==> config.mk <==
export PLATFORM = sky130hd
export DESIGN_NAME = apb_regfile_slave
export DESIGN_NICKNAME = d
export VERILOG_FILES = /design/src/rtl/apb_regfile_slave.sv
export SDC_FILE = /design/constraint.sdc
export NUM_CORES = 1
export LEC_CHECK = 0
export CORE_ASPECT_RATIO = 1.1
export CORE_MARGIN = 5
export CORE_UTILIZATION = 35
export DETAILED_ROUTE_END_ITERATION = 12
export PLACE_DENSITY_LB_ADDON = 0.05
export SETUP_SLACK_MARGIN = 0.5
export SKIP_LAST_GASP = 1
export SYNTH_ARGS = -nofsm -noshare
export SYNTH_HDL_FRONTEND = slang
export SYNTH_SLANG_ARGS = --single-unit
==> constraint.sdc <==
create_clock -name Hclk -period 9.95 [get_ports Hclk]
set_input_delay 2.4875 -clock Hclk [delete_from_list [all_inputs] [get_ports Hclk]]
set_output_delay 2.4875 -clock Hclk [all_outputs]
set_load 0.005 [all_outputs]
==> src/rtl/apb_regfile_slave.sv <==
// APB completer for one Pselx slot: 16-word register file with programmable wait states,
// error response, successful-write counter (reg 14), fixed ID (reg 15) and a sticky protocol flag.
module apb_regfile_slave #(
    parameter int          SEL_INDEX   = 0,
    parameter logic [31:0] BASE_ADDR   = 32'h0000_0000,
    parameter int          WAIT_STATES = 0,
    parameter logic [31:0] ID_VALUE    = 32'hA5B0_0001
) (
    input  logic        Hclk,
    input  logic        Hreset,
    input  logic [2:0]  Pselx,
    input  logic        Penable,
    input  logic        Pwrite,
    input  logic [31:0] Paddr,
    input  logic [31:0] Pwdata,
    output logic [31:0] Prdata,
    output logic        Pready,
    output logic        Pslverr,
    output logic        proto_err
);

    // Handshake: a transfer is a setup cycle (psel=1, Penable=0) followed by access
    // cycles (psel=1, Penable=1); it completes on the access cycle where Pready=1.
    typedef enum logic [0:0] {
        ST_IDLE   = 1'b0,
        ST_ACCESS = 1'b1
    } state_t;

    state_t      r_state;
    state_t      w_next_state;

    logic [31:0] r_addr;
    logic        r_write;
    logic [31:0] r_wdata;
    logic [1:0]  r_wcnt;
    logic [31:0] r_regs [0:13];
    logic [31:0] r_wr_cnt;
    logic        r_proto_err;

    logic        w_psel;
    logic        w_unused_sel;
    logic [3:0]  w_idx;
    logic        w_addr_ok;
    logic        w_ro_target;
    logic        w_err;
    logic        w_setup;
    logic        w_access;
    logic        w_complete;
    logic        w_commit;
    logic        w_proto_set;
    logic [31:0] w_rd_mux;

    assign w_psel       = Pselx[SEL_INDEX];
    assign w_unused_sel = ^Pselx;

    // All decode works on the captured address so a wandering live bus cannot corrupt the transfer.
    assign w_idx       = r_addr[5:2];
    assign w_addr_ok   = (r_addr[31:6] == BASE_ADDR[31:6]) && (r_addr[1:0] == 2'b00);
    assign w_ro_target = (w_idx == 4'd14) || (w_idx == 4'd15);
    assign w_err       = !w_addr_ok || (r_write && w_ro_target);

    assign w_setup    = (r_state == ST_IDLE) && w_psel && !Penable;
    assign w_access   = (r_state == ST_ACCESS) && w_psel && Penable;
    assign w_complete = w_access && (r_wcnt == 2'd0);
    assign w_commit   = w_complete && r_write && !w_err;

    assign w_proto_set = ((r_state == ST_IDLE) && w_psel && Penable)
                       || ((r_state == ST_ACCESS) && w_psel && !Penable)
                       || (w_access && ((Paddr != r_addr) || (Pwrite != r_write)));

    // State register
    always_ff @(posedge Hclk) begin
        if (Hreset) begin
            r_state <= ST_IDLE;
        end else begin
            r_state <= w_next_state;
        end
    end

    // Next-state logic
    always_comb begin
        w_next_state = r_state;
        case (r_state)
            ST_IDLE: begin
                if (w_psel && !Penable) begin
                    w_next_state = ST_ACCESS;
                end
            end
            ST_ACCESS: begin
                if (!w_psel || !Penable || (r_wcnt == 2'd0)) begin
                    w_next_state = ST_IDLE;
                end
            end
            default: w_next_state = ST_IDLE;
        endcase
    end

    always_comb begin
        w_rd_mux = 32'h0;
        case (w_idx)
            4'd14:   w_rd_mux = r_wr_cnt;
            4'd15:   w_rd_mux = ID_VALUE;
            default: w_rd_mux = r_regs[w_idx];
        endcase
    end

    // Output logic
    always_comb begin
        Pready  = 1'b0;
        Pslverr = 1'b0;
        Prdata  = 32'h0;
        if (w_complete) begin
            Pready  = 1'b1;
            Pslverr = w_err;
            if (!r_write && w_addr_ok) begin
                Prdata = w_rd_mux;
            end
        end
    end

    assign proto_err = r_proto_err;

    always_ff @(posedge Hclk) begin
        if (Hreset) begin
            r_addr      <= 32'h0;
            r_write     <= 1'b0;
            r_wdata     <= 32'h0;
            r_wcnt      <= 2'd0;
            r_wr_cnt    <= 32'h0;
            r_proto_err <= 1'b0;
            for (int i = 0; i < 14; i++) begin
                r_regs[i] <= 32'h0;
            end
        end else begin
            if (w_setup) begin
                r_addr  <= Paddr;
                r_write <= Pwrite;
                r_wdata <= Pwdata;
                r_wcnt  <= 2'(WAIT_STATES);
            end
            if (w_access && (r_wcnt != 2'd0)) begin
                r_wcnt <= r_wcnt - 2'd1;
            end
            if (w_commit) begin
                r_regs[w_idx] <= r_wdata;
                r_wr_cnt      <= r_wr_cnt + 32'd1;
            end
            if (w_proto_set) begin
                r_proto_err <= 1'b1;
            end
        end
    end

endmodule

== Yosys cells after proc, flatten, opt, wreduce, memory -nomap -nowiden ==
Memory sizes are Yosys's and may differ from the RTL's. A register that Yosys moved wholly into a read port is not among the register bits.
Index checks and enable logic that the tools add are counted.
Operators by class
  add/subtract/negate cells: 2
  equality and inequality tests: 4
  multiplexer cells: 20
  bitwise operators: 1
  reduce and logical (&&, ||, !) cells: 33
Operators by type and width (number)
  2-to-1 mux 32 bit: 3
  case mux 32 bit (2 select lines): 1
  adder 32 x 1 -> 32 bit, second input constant: 1
  inequality test 32 bit: 1
  OR reduction 32 bit: 1
  logical NOT 26 bit: 1
  logical AND 1 bit: 15
  2-to-1 mux 4 bit: 3
  2-to-1 mux 1 bit: 10
  equality test 4 bit, second input constant: 2
  logical OR 1 bit: 7
  logical NOT 1 bit: 5
  logical NOT 2 bit: 2
  2-to-1 mux 2 bit: 2
  nonzero test 2 bit: 2
  case mux 1 bit (2 select lines): 1
  subtractor 2 x 1 -> 2 bit, second input constant: 1
  inequality test 1 bit: 1
  NOT 1 bit: 1
Storage, ports and cells
  bits in registers: 101
  memory bits (writable): 448
  bits of input ports: 71
  output and inout bits: 35
  logic and storage cells: 68
  memories kept: 1
Memory list
  r_regs: words 14, bits a word 32, rd ports 1, clocked after memory_dff 1, write ports 14, line 36  | logic [31:0] r_regs [0:13];

== Depth between registers and ports, before layout ==
Gate-level depths: netlist of run 1.
  word-level depth: 11
  mapped depth: 10
  depth with buffers taken out: 8

== Worst setup path before layout of run 1 ==
OpenSTA, ideal clock, no wires.
  path type: input to output
  from: input port Pselx[0]
  to: output port Prdata[10]
  arrival time: 3.674 ns
  required time: 7.463 ns
  path slack: 3.788 ns
  stages on the path: 6
  cells stage by stage: nand4_1 -> nor2_1 -> nand3_2 -> nor2_1 -> buf_2 -> a22o_1
On the way
  cells in the longest elaborated chain, start to end: 4
RTL lines
  start, declared: line 11  | input logic [2:0] Pselx,
  logical AND 1 bit (2 in a row): line 63  | assign w_access = (r_state == ST_ACCESS) && w_psel && Penable;
  logical AND 1 bit: line 64  | assign w_complete = w_access && (r_wcnt == 2'd0);
  2-to-1 mux 32 bit: line 112  | if (w_complete) begin
  end, declared: line 16  | output logic [31:0] Prdata,
No other way between the ends.

== Final worst setup path of run 1 ==
  from: input port Pselx[0]
  to: output port Prdata[12]
Same word-level chain as after synthesis.

==> impl_metrics.csv, run 1 <==
group,metric,value,unit
sta,timing.clock.skew,0.02040,ns
grt,maximum_number_of_pins_on_one_net_before_global_route_repair,100,
sta,fin_crit_sh,0.8296,
die,die_area,0.08199,mm²
worst_setup_path,worst_ep_arrival_time,5.77,ns
grt,antenna_found_initial,7,
placed_design,post-dp-hpwl,50.49,mm
outcome,outcome,"complete, no violations",
worst_setup_path,critPathCaptureType,"output port",
sta,setup-violations-final,0,
run,drv.max_cap_violation_count,0,
route,drc,0,
sta,setup_total_negative_slack,0,ns
yosys,synth_top_cells_by_area,"sky130_fd_sc_hd__edfxtp_1 (58%), sky130_fd_sc_hd__mux4_2 (11%), sky130_fd_sc_hd__dfxtp_1 (7.9%), sky130_fd_sc_hd__nor2_1 (6.7%), sky130_fd_sc_hd__nand2_1 (4.1%)",
yosys,yosys-mux-area-fraction,0.1101,
yosys,synth_adder_area_share,0.0009363,
worst_setup_path,cp.required,7.46,ns
yosys,postSynth.topFlopCell,"sky130_fd_sc_hd__edfxtp_1",
pwr,power_per_cell_area,190.6,mW/mm²
yosys,synth-edff-count,512,
yosys,synth_top_area_cell,"sky130_fd_sc_hd__edfxtp_1",
grt,number_of_global_route_vias_before_repair,18050,
cts,cts_buffer_depth,3,
sta,hold_viol_final,0,
cts,clock_sinks,617,
placed_design,globalplace.congestion,0.7645,
die,floorplan.die.width,273.5,µm
die,initial_utilization,0.3523,
yosys,asyncSetResetFlopFracSynth,0,
cts,cts_repair_resize_count,0,
route,final_antenna_net_count,0,
grt,globalRoute.totalOverflow,0,
worst_setup_path,worst_path_fanout_max,24,
grt,first_pass_grt_wire_length,123.6,mm
min_path,timing.hold.worst.class,"flop to flop",
die,core_footprint,0.07586,mm²
sta,slew_of_the_pin_with_the_lowest_slew_margin,1.254,ns
yosys,synth.avg_cell_area,12.89,µm²
die,num_rows,106,
worst_setup_path,crit_chain,"clkdlybuf4s50_1, nand4_1, nor2_1, nand3_2, nor2_2, a22o_1, clkdlybuf4s50_1",
pwr,p_leak,10.13,nW
finish,layout.filler_cells,7222,
yosys,synthDistinctLibCells,49,
die,io_pins,106,
worst_setup_path,cpPeakStageDelay,1.03,ns
pwr,irDropWorstVdd,101.3,µV
finish,layout-drive-gt1-share,0.1439,
yosys,synth_seq_cells,617,
sta,timing.final.ws_setup,1.696,ns
yosys,main_combinational_cell_family_by_area_after_synthesis,"simple AND/OR/NAND/NOR gates",
cts,tritoncts,"done",
pwr,totalPowerFinal,6.007,mW
worst_setup_path,crit_path_start_kind,"primary input",
grt,total_global_route_track_usage,0.2083,
worst_setup_path,cpMostUsedCell,"sky130_fd_sc_hd__clkdlybuf4s50_1",
sta,worst_slew_margin_rel,0.1564,
cts,numCtsBuffers,72,
yosys,seq_total_area_yosys,0.6539,
yosys,synth_most_common_cell,"sky130_fd_sc_hd__edfxtp_1",
route,avgViaCountPerCell,5.268,
cts,clk_transition_reported_paths,0.06,ns
finish,flow.area_growth_from_synthesis,17.91,%
yosys,synth-xor-area-share,0.01311,
die,floorplan.die.height,299.8,µm
route,routed_wire_length_per_instance,26.08,µm
route,totalWireLength,85.86,mm
worst_setup_path,critical_path_class,"primary input to output port",
yosys,synthTopCellsByCount,"sky130_fd_sc_hd__edfxtp_1 (512), sky130_fd_sc_hd__nor2_1 (477), sky130_fd_sc_hd__nand2_1 (292)",
sta,hold_slack,0.4940,ns
cts,clock_latency,0.60,ns
yosys,synth_cells,2073,
sta,fmax,121.1,MHz
route,drt_pre_antenna_iters,5,
cts,cts-htree-levels,3,
route,vias,17340,
yosys,syn-cell-area,0.02673,mm²
sta,rsz0062_at_grt,"false",
sta,min_period,8.254,ns
cts,post-cts-setup-buffer-count,0,
yosys,synthSimpleGateAreaFrac,0.1442,
finish,fin_util,0.4154,
yosys,synth-warning-count,0,
placed_design,detailedPlace.worstSlack,1.637,ns
yosys,complex_gate_fraction_of_the_synthesized_area,0.05459,
sta,timing_max_transition_violations_final,0,
worst_setup_path,critical_path.slowest_cell,"sky130_fd_sc_hd__nor2_2",
cts,cts_hold_repair.buffers,0,
finish,design.final.nets,2281,
yosys,synth_top_area_frac,0.5753,
cts,root_buffer,"sky130_fd_sc_hd__clkbuf_16",
route,drtIter0Drc,1668,
placed_design,port_buffers,103,
[through the flow]
stage,cell area (µm²),cells
final,31510,3292
after global routing,31510,3292
after CTS,31510,3291
after detailed placement,29100,3160
after global placement,29100,3160
after floorplan,26960,2136
[worst max-delay path: cells and delay by family]
kind	cells	cell delay (ns)
simple gates	4	1.87
buf+inv	2	1.10
compound gates	1	0.28
[path summary, 6_finish.rpt]
check,start,end,slack (ns),cells after the start
setup / recovery,Pselx[0],Prdata[12],1.70,7
hold / removal,r_addr[0],r_addr[0],0.49,2
setup reg to reg,r_wcnt[0],r_regs[4][29],5.88,9
hold reg to reg,r_addr[0],r_addr[0],0.49,2
[state kept, by name (all words and copies together), names as in the netlist, named ones only]
| register | cells |
|---|---|
| r_write | 1 |
| r_wdata | 32 |
| proto_err | 1 |
| r_wr_cnt | 32 |
| r_regs | 512 |
| r_addr | 32 |
| r_state | 1 |
| r_wcnt | 2 |
[cell type report]
| class | count | area [µm²] | share of cell area |
|---|---|---|---|
| Sequential cell | 617 | 17490 | 0.5549 |
| Multi-Input combinational cell | 1365 | 8962 | 0.2844 |
| Clock buffer | 101 | 2043 | 0.06484 |
| Timing Repair Buffer | 144 | 1336 | 0.04241 |
| Tap cell | 1026 | 1284 | 0.04074 |
| Clock inverter | 30 | 367.9 | 0.01167 |
| Inverter | 8 | 30.03 | 0.0009529 |
| Antenna cell | 1 | 2.502 | 0.00007941 |
[cells by family after synthesis]
logic type / count (synthesis)
compound gates: 223
xor+xnor: 40
fa+ha+maj: 2
buf+inv: 154
flops: 617
mux: 134
other cells: 1
simple gates: 902
[power by group]
part           internal (mW)  switching [mW]  total [mW]
logic                  0.134           0.238       0.373
registers               2.88          0.0496        2.93
clock network           1.64            1.06        2.70
[layout by cell type (no fill, tap or decap), types with 16 or more instances in the layout]
cell,netlist,layout
sky130_fd_sc_hd__nand4_1,18,18
sky130_fd_sc_hd__a21oi_1,92,92
sky130_fd_sc_hd__clkbuf_16,0,74
sky130_fd_sc_hd__nor2b_1,20,16
sky130_fd_sc_hd__clkbuf_1,114,18
sky130_fd_sc_hd__nand3_1,18,17
sky130_fd_sc_hd__a22o_1,24,24
sky130_fd_sc_hd__a22oi_1,34,34
sky130_fd_sc_hd__clkdlybuf4s50_1,0,102
sky130_fd_sc_hd__nor2_1,477,474
sky130_fd_sc_hd__xor2_1,19,19
sky130_fd_sc_hd__mux4_2,128,128
sky130_fd_sc_hd__o21ai_0,19,19
sky130_fd_sc_hd__dfxtp_1,105,102
sky130_fd_sc_hd__conb_1,1,64
sky130_fd_sc_hd__buf_4,0,42
sky130_fd_sc_hd__nand2_1,292,290
sky130_fd_sc_hd__xnor2_1,21,21
sky130_fd_sc_hd__edfxtp_1,512,512
[per-layer routing]
metal / wire [µm] / GRT usage
met2: 42310 / 0.3526
met4: 2699 / 0.07099
met3: 4657 / 0.03073
met5: 23 / 0
met1: 36170 / 0.2762
(Power assumes the default switching activity.)
==> run 2, diff against run 1 <==
==> constraint.sdc (replaced) <==
create_clock -name Hclk -period 7.4 [get_ports Hclk]
set_input_delay 1.85 -clock Hclk [delete_from_list [all_inputs] [get_ports Hclk]]
set_output_delay 1.85 -clock Hclk [all_outputs]
set_load 0.005 [all_outputs]
==> impl_metrics.csv, run 2 (synthesis gave the netlist of run 1 again) <==
group,metric,value,unit
outcome,outcome,"complete, no violations",
worst_setup_path,worst_ep_arrival_time,4.66,ns
worst_setup_path,critPathCaptureType,"output port",
worst_setup_path,crit_chain,"clkdlybuf4s50_1, nand4_1, nor2_1, nand3_2, nor2_2, buf_4, o2bb2ai_1, clkdlybuf4s50_1",
worst_setup_path,critical_path.slowest_cell,"sky130_fd_sc_hd__clkdlybuf4s50_1",
pwr,netSwitchingPower,1.801,mW
sta,hold_viol_final,0,
route,drtIter0Drc,1622,
sta,hold_slack,0.4933,ns
die,initial_utilization,0.3523,
worst_setup_path,cp.buffers_inverters,3,
finish,final-instance-count-excl-fill,3297,
worst_setup_path,cpPeakStageDelay,0.57,ns
grt,maximum_number_of_pins_on_one_net_before_global_route_repair,85,
sta,setup-violations-final,0,
worst_setup_path,worst_path_fanout_max,13,
die,floorplan.die.height,299.8,µm
cts,tritoncts,"done",
min_path,holdPathStages,2,
finish,design.final.nets,2290,
route,final_antenna_net_count,0,
finish,fin_util,0.4132,
pwr,comb_power_share,0.064,
sta,fmax,153.7,MHz
worst_setup_path,cpMostUsedCell,"sky130_fd_sc_hd__clkdlybuf4s50_1",
die,core_footprint,0.07586,mm²
cts,clock_latency,0.61,ns
sta,slew_of_the_pin_with_the_lowest_slew_margin,1.214,ns
grt,globalRoute.totalOverflow,0,
sta,fin_crit_sh,0.8793,
sta,rsz0062_at_grt,"false",
sta,worst_slew_margin_rel,0.1834,
worst_setup_path,path_depth,8,
sta,setup_total_negative_slack,0,ns
run,drv.max_cap_violation_count,0,
sta,timing_max_transition_violations_final,0,
finish,mostFrequentLayoutCell,"sky130_fd_sc_hd__edfxtp_1",
pwr,power_frac_clock,0.429,
finish,register_ranked_first_by_flip_flop_count,"r_regs",
die,io_pins,106,
die,floorplan.die.width,273.5,µm
finish,largest_reg_flops,512,
placed_design,post-dp-hpwl,52.70,mm
cts,root_buffer,"sky130_fd_sc_hd__clkbuf_16",
min_path,timing.hold.worst.class,"flop to flop",
route,vias,17420,
pwr,seqPwrFrac,0.507,
route,avgViaCountPerCell,5.283,
cts,clock_sinks,617,
route,drt_pre_antenna_iters,5,
sta,min_period,6.507,ns
route,totalWireLength,86.61,mm
cts,clk_transition_reported_paths,0.05,ns
pwr,power_per_cell_area,248.4,mW/mm²
finish,layout-drive-gt1-share,0.1414,
finish,layout.filler_cells,7273,
cts,cts-htree-levels,3,
route,routed_wire_length_per_instance,26.27,µm
cts,cts_hold_repair.buffers,0,
finish,flow.area_growth_from_synthesis,17.30,%
cts,numCtsBuffers,70,
placed_design,globalplace.congestion,0.7810,
die,die_area,0.08199,mm²
worst_setup_path,cell_class_contributing_the_biggest_share_of_worst_path_delay,"buffers and inverters",
worst_setup_path,cp.required,5.55,ns
placed_design,placed_cells,3171,
grt,antenna_found_initial,9,
cts,post-cts-setup-buffer-count,0,
pwr,p_leak,10.05,nW
route,drc,0,
worst_setup_path,crit_path_start_kind,"primary input",
worst_setup_path,critical_path_class,"primary input to output port",
pwr,p_int,5.987,mW
finish,layout.cells.most_common_list,"sky130_fd_sc_hd__edfxtp_1 (512), sky130_fd_sc_hd__nor2_1 (474), sky130_fd_sc_hd__nand2_1 (290), sky130_fd_sc_hd__mux4_2 (128)",
die,num_rows,106,
pwr,irDropWorstVdd,129.0,µV
grt,total_global_route_track_usage,0.2104,
placed_design,port_buffers,103,
worst_setup_path,worst_r2r_path_depth,9,
sta,timing.clock.skew,0.02484,ns
grt,number_of_global_route_vias_before_repair,18160,
cts,cts_buffer_depth,3,
grt,first_pass_grt_wire_length,125.6,mm
cts,cts_repair_resize_count,0,
pwr,p_sw_frac,0.2313,
## run 2: cell count changes in the layout (fill, tap and decap cells not counted), sizes merged
cell,before,now
bufinv,8,3
clkbuf,101,103
inv,11,13
clkinv,18,12
clkinvlp,1,2
buf,42,53
## run 2: power groups by stage
| stage | registers (mW) | logic, mW | clock network (mW) |
|---|---|---|---|
| final | 3.95 | 0.498 | 3.34 |
| after global routing | 3.96 | 0.531 | 3.57 |
| after CTS | 3.95 | 0.509 | 3.44 |
| after detailed placement | 4.02 | 0.508 | 0 |
| after global placement | 4.01 | 0.509 | 0 |
| after floorplan | 3.98 | 0.282 | 0 |
## run 2: path summary, 6_finish.rpt
path	startpoint	to	slack (ns)
hold / removal	r_addr[0]	r_addr[0]	0.49
setup reg to reg	r_wcnt[0]	r_regs[8][29]	3.29
setup / recovery	Pselx[0]	Prdata[11]	0.89
hold reg to reg	r_addr[0]	r_addr[0]	0.49
## run 2: area by class of cell
| class | count | area [µm²] | share of cell area |
|---|---|---|---|
| Antenna cell | 1 | 2.502 | 0.00007982 |
| Clock buffer | 103 | 1947 | 0.06210 |
| Clock inverter | 22 | 200.2 | 0.006386 |
| Inverter | 8 | 30.03 | 0.0009579 |
| Multi-Input combinational cell | 1365 | 8969 | 0.2861 |
| Sequential cell | 617 | 17490 | 0.5578 |
| Tap cell | 1026 | 1284 | 0.04095 |
| Timing Repair Buffer | 155 | 1431 | 0.04566 |
## run 2: worst reg2reg max path, delay by kind of cell, from the launching register on
kind / cells / cell delay, ns
compound gates: 1 / 0.81
fa+ha+maj: 1 / 0.19
simple gates: 4 / 1.83
flops: 1 / 0.31
buf+inv: 3 / 0.66
## run 2: routing by layer
metal / part of all wire / vias to the layer above / wire length, µm / global-route usage
met5: 0.00047 / - / 41 / 0
met4: 0.035 / 6 / 3032 / 0.07760
met3: 0.054 / 135 / 4658 / 0.03208
met2: 0.50 / 525 / 43240 / 0.3588
met1: 0.41 / 8911 / 35640 / 0.2733
li1: - / 7841 / - / -
## run 2: per-stage QoR
stage | area, µm² | power, mW | setup slack, ns
4_1_cts | 31350 | 7.892 | 0.8504
5_1_grt | 31350 | 8.061 | 0.7421
3_3_place_gp | 29200 | 4.522 | 0.8779
2_1_floorplan | 26960 | 4.262 | 2.513
3_5_place_dp | 29200 | 4.528 | 0.8638
6_report | 31350 | 7.788 | 0.8929
==> run 3, diff against run 2 <==
--- a/config.mk
+++ b/config.mk
@@ -12,6 +12,7 @@
 export PLACE_DENSITY_LB_ADDON = 0.05
 export SETUP_SLACK_MARGIN = 0.5
 export SKIP_LAST_GASP = 1
+export SLEW_MARGIN = 10
 export SYNTH_ARGS = -nofsm -noshare
 export SYNTH_HDL_FRONTEND = slang
 export SYNTH_SLANG_ARGS = --single-unit
==> constraint.sdc (replaced) <==
create_clock -name Hclk -period 6.2 [get_ports Hclk]
set_input_delay 1.55 -clock Hclk [delete_from_list [all_inputs] [get_ports Hclk]]
set_output_delay 1.55 -clock Hclk [all_outputs]
set_load 0.005 [all_outputs]
==> impl_metrics.csv, run 3 (synthesis gave the netlist of run 1 again) <==
group,metric,value,unit
die,initial_utilization,0.3523,
placed_design,post-dp-hpwl,52.83,mm
worst_setup_path,worst_r2r_path_depth,11,
route,drtIter0Drc,1616,
worst_setup_path,critical_path_class,"primary input to output port",
cts,root_buffer,"sky130_fd_sc_hd__clkbuf_16",
finish,mostFrequentLayoutCell,"sky130_fd_sc_hd__edfxtp_1",
worst_setup_path,cell_class_contributing_the_biggest_share_of_worst_path_delay,"buffers and inverters",
sta,fmax,182.2,MHz
placed_design,placed_cells,3181,
route,routed_wire_length_per_instance,26.17,µm
sta,fin_crit_sh,0.8853,
grt,globalRoute.totalOverflow,0,
cts,clk_transition_reported_paths,0.06,ns
sta,timing.clock.skew,0.01925,ns
min_path,timing.hold.worst.class,"flop to flop",
cts,clock_latency,0.62,ns
route,drc,0,
placed_design,port_buffers,103,
cts,cts_buffer_depth,3,
outcome,outcome,"complete, no violations",
worst_setup_path,worst_path_fanout_max,8,
sta,slew_of_the_pin_with_the_lowest_slew_margin,1.181,ns
finish,register_ranked_first_by_flip_flop_count,"r_regs",
finish,final-instance-count-excl-fill,3315,
sta,worst_slew_margin_rel,0.2051,
worst_setup_path,path_depth,7,
grt,antenna_found_initial,5,
route,final_antenna_net_count,0,
finish,layout-drive-gt1-share,0.1529,
cts,cts-htree-levels,3,
worst_setup_path,cpPeakStageDelay,0.59,ns
worst_setup_path,critPathCaptureType,"output port",
finish,largest_reg_flops,512,
die,io_pins,106,
cts,tritoncts,"done",
sta,min_period,5.489,ns
worst_setup_path,worst_ep_arrival_time,3.94,ns
route,drt_pre_antenna_iters,5,
finish,design.final.nets,2304,
die,floorplan.die.width,273.5,µm
worst_setup_path,r2r-end,"r_regs[7][21]",
finish,seqCellArea,0.01749,mm²
worst_setup_path,ff2ff_setup_slack,2.79,ns
sta,hold_viol_final,0,
sta,setup_total_negative_slack,0,ns
sta,setup-violations-final,0,
route,avgViaCountPerCell,5.237,
worst_setup_path,cp.required,4.65,ns
cts,numCtsBuffers,71,
finish,layout.filler_cells,7189,
worst_setup_path,cp.buffers_inverters,3,
finish,flow.area_growth_from_synthesis,19.28,%
pwr,p_leak,10.30,nW
run,drv.max_cap_violation_count,0,
finish,layout.cells.most_common_list,"sky130_fd_sc_hd__edfxtp_1 (512), sky130_fd_sc_hd__nor2_1 (472), sky130_fd_sc_hd__nand2_1 (290), sky130_fd_sc_hd__mux4_2 (128)",
route,vias,17360,
worst_setup_path,critical_path.endpoint,"Prdata[26]",
worst_setup_path,crit_path_start_kind,"primary input",
pwr,irDropWorstVdd,144.3,µV
die,floorplan.die.height,299.8,µm
route,totalWireLength,86.77,mm
finish,multi_input_area,0.008969,mm²
grt,number_of_global_route_vias_before_repair,18100,
grt,first_pass_grt_wire_length,125.6,mm
die,die_area,0.08199,mm²
worst_setup_path,critical_path.slowest_cell,"sky130_fd_sc_hd__clkdlybuf4s50_1",
die,num_rows,106,
worst_setup_path,reg2reg_from,"r_wcnt[0]",
die,core_footprint,0.07586,mm²
worst_setup_path,setup.worst_path.start,"Pselx[0]",
sta,rsz0062_at_grt,"false",
cts,clock_sinks,617,
pwr,power_per_cell_area,301.7,mW/mm²
cts,cts_hold_repair.buffers,0,
placed_design,globalplace.congestion,0.7733,
grt,maximum_number_of_pins_on_one_net_before_global_route_repair,73,
worst_setup_path,crit_chain,"clkdlybuf4s50_1, nand4_1, nor2_2, nand3_4, buf_12, a2111oi_0, clkdlybuf4s50_1",
worst_setup_path,cpMostUsedCell,"sky130_fd_sc_hd__clkdlybuf4s50_1",
grt,total_global_route_track_usage,0.2104,
sta,timing_max_transition_violations_final,0,
finish,antenna_cells,0,
## run 3: how the worst min path moves through the flow
| stage | startpoint | to | cells after the start |
|---|---|---|---|
| final | r_wr_cnt[31] | r_wr_cnt[31] | 2 |
| after global routing | r_addr[30] | r_addr[30] | 2 |
| after CTS | r_wr_cnt[31] | r_wr_cnt[31] | 2 |
| after detailed placement | r_wr_cnt[31] | r_wr_cnt[31] | 2 |
| after global placement | r_wr_cnt[31] | r_wr_cnt[31] | 2 |
| after floorplan | r_wr_cnt[31] | r_wr_cnt[31] | 2 |
## run 3: power by group
| part | total (mW) | switching (mW) | internal (mW) | leakage [nW] |
|---|---|---|---|---|
| Combinational | 0.619 | 0.383 | 0.236 | 2.99 |
| Sequential | 4.70 | 0.0824 | 4.62 | 6.15 |
| Clock | 4.29 | 1.73 | 2.57 | 1.17 |
## run 3: worst register-to-register path, delay by kind of cell, from the launching register on
kind	cells	cell delay, ns
AO/OA/AOI/OAI	1	0.52
buffers and inverters	5	0.89
flip-flops	1	0.31
adder cells (fa/ha/maj)	1	0.20
AND/OR/NAND/NOR	4	1.18
## run 3: cell type report
class	instances	area share
clock buffers	109	0.06629
clock inverters	22	0.008399
inverters	8	0.0009420
multi-input cells	1365	0.2813
flip-flops and latches	617	0.5485
well taps	1026	0.04027
repair buffers	168	0.05424
## run 3: stage by stage
stage               cell area (µm²)  power (mW)  setup slack (ns)  hold slack, ns    util
finish                        31880       9.616            0.7109          0.4904  0.4202
global route                  31880       9.955            0.5470          0.5219  0.4202
CTS                           31840       9.738            0.5336          0.4927  0.4197
detailed placement            29440       5.422            0.3059          0.4836  0.3881
global placement              29440       5.415            0.3291          0.4743  0.3881
floorplan                     26960       5.087             1.913          0.4584       -
## run 3: timing repair
| action | 4_1_cts | 5_1_grt |
|---|---|---|
| setup buffers | 0 | 3 |
| pin swaps | 1 | 1 |
| endpoints found under the setup margin | 28 | 28 |
| hold endpoints to repair | 0 | 0 |
| gates resized for setup | 4 | 0 |
## run 3: per-layer routing
metal,GRT usage,part of all wire
met1,0.2764,0.42
met2,0.3731,0.52
met3,0.02721,0.047
met4,0.04949,0.018
met5,0,0
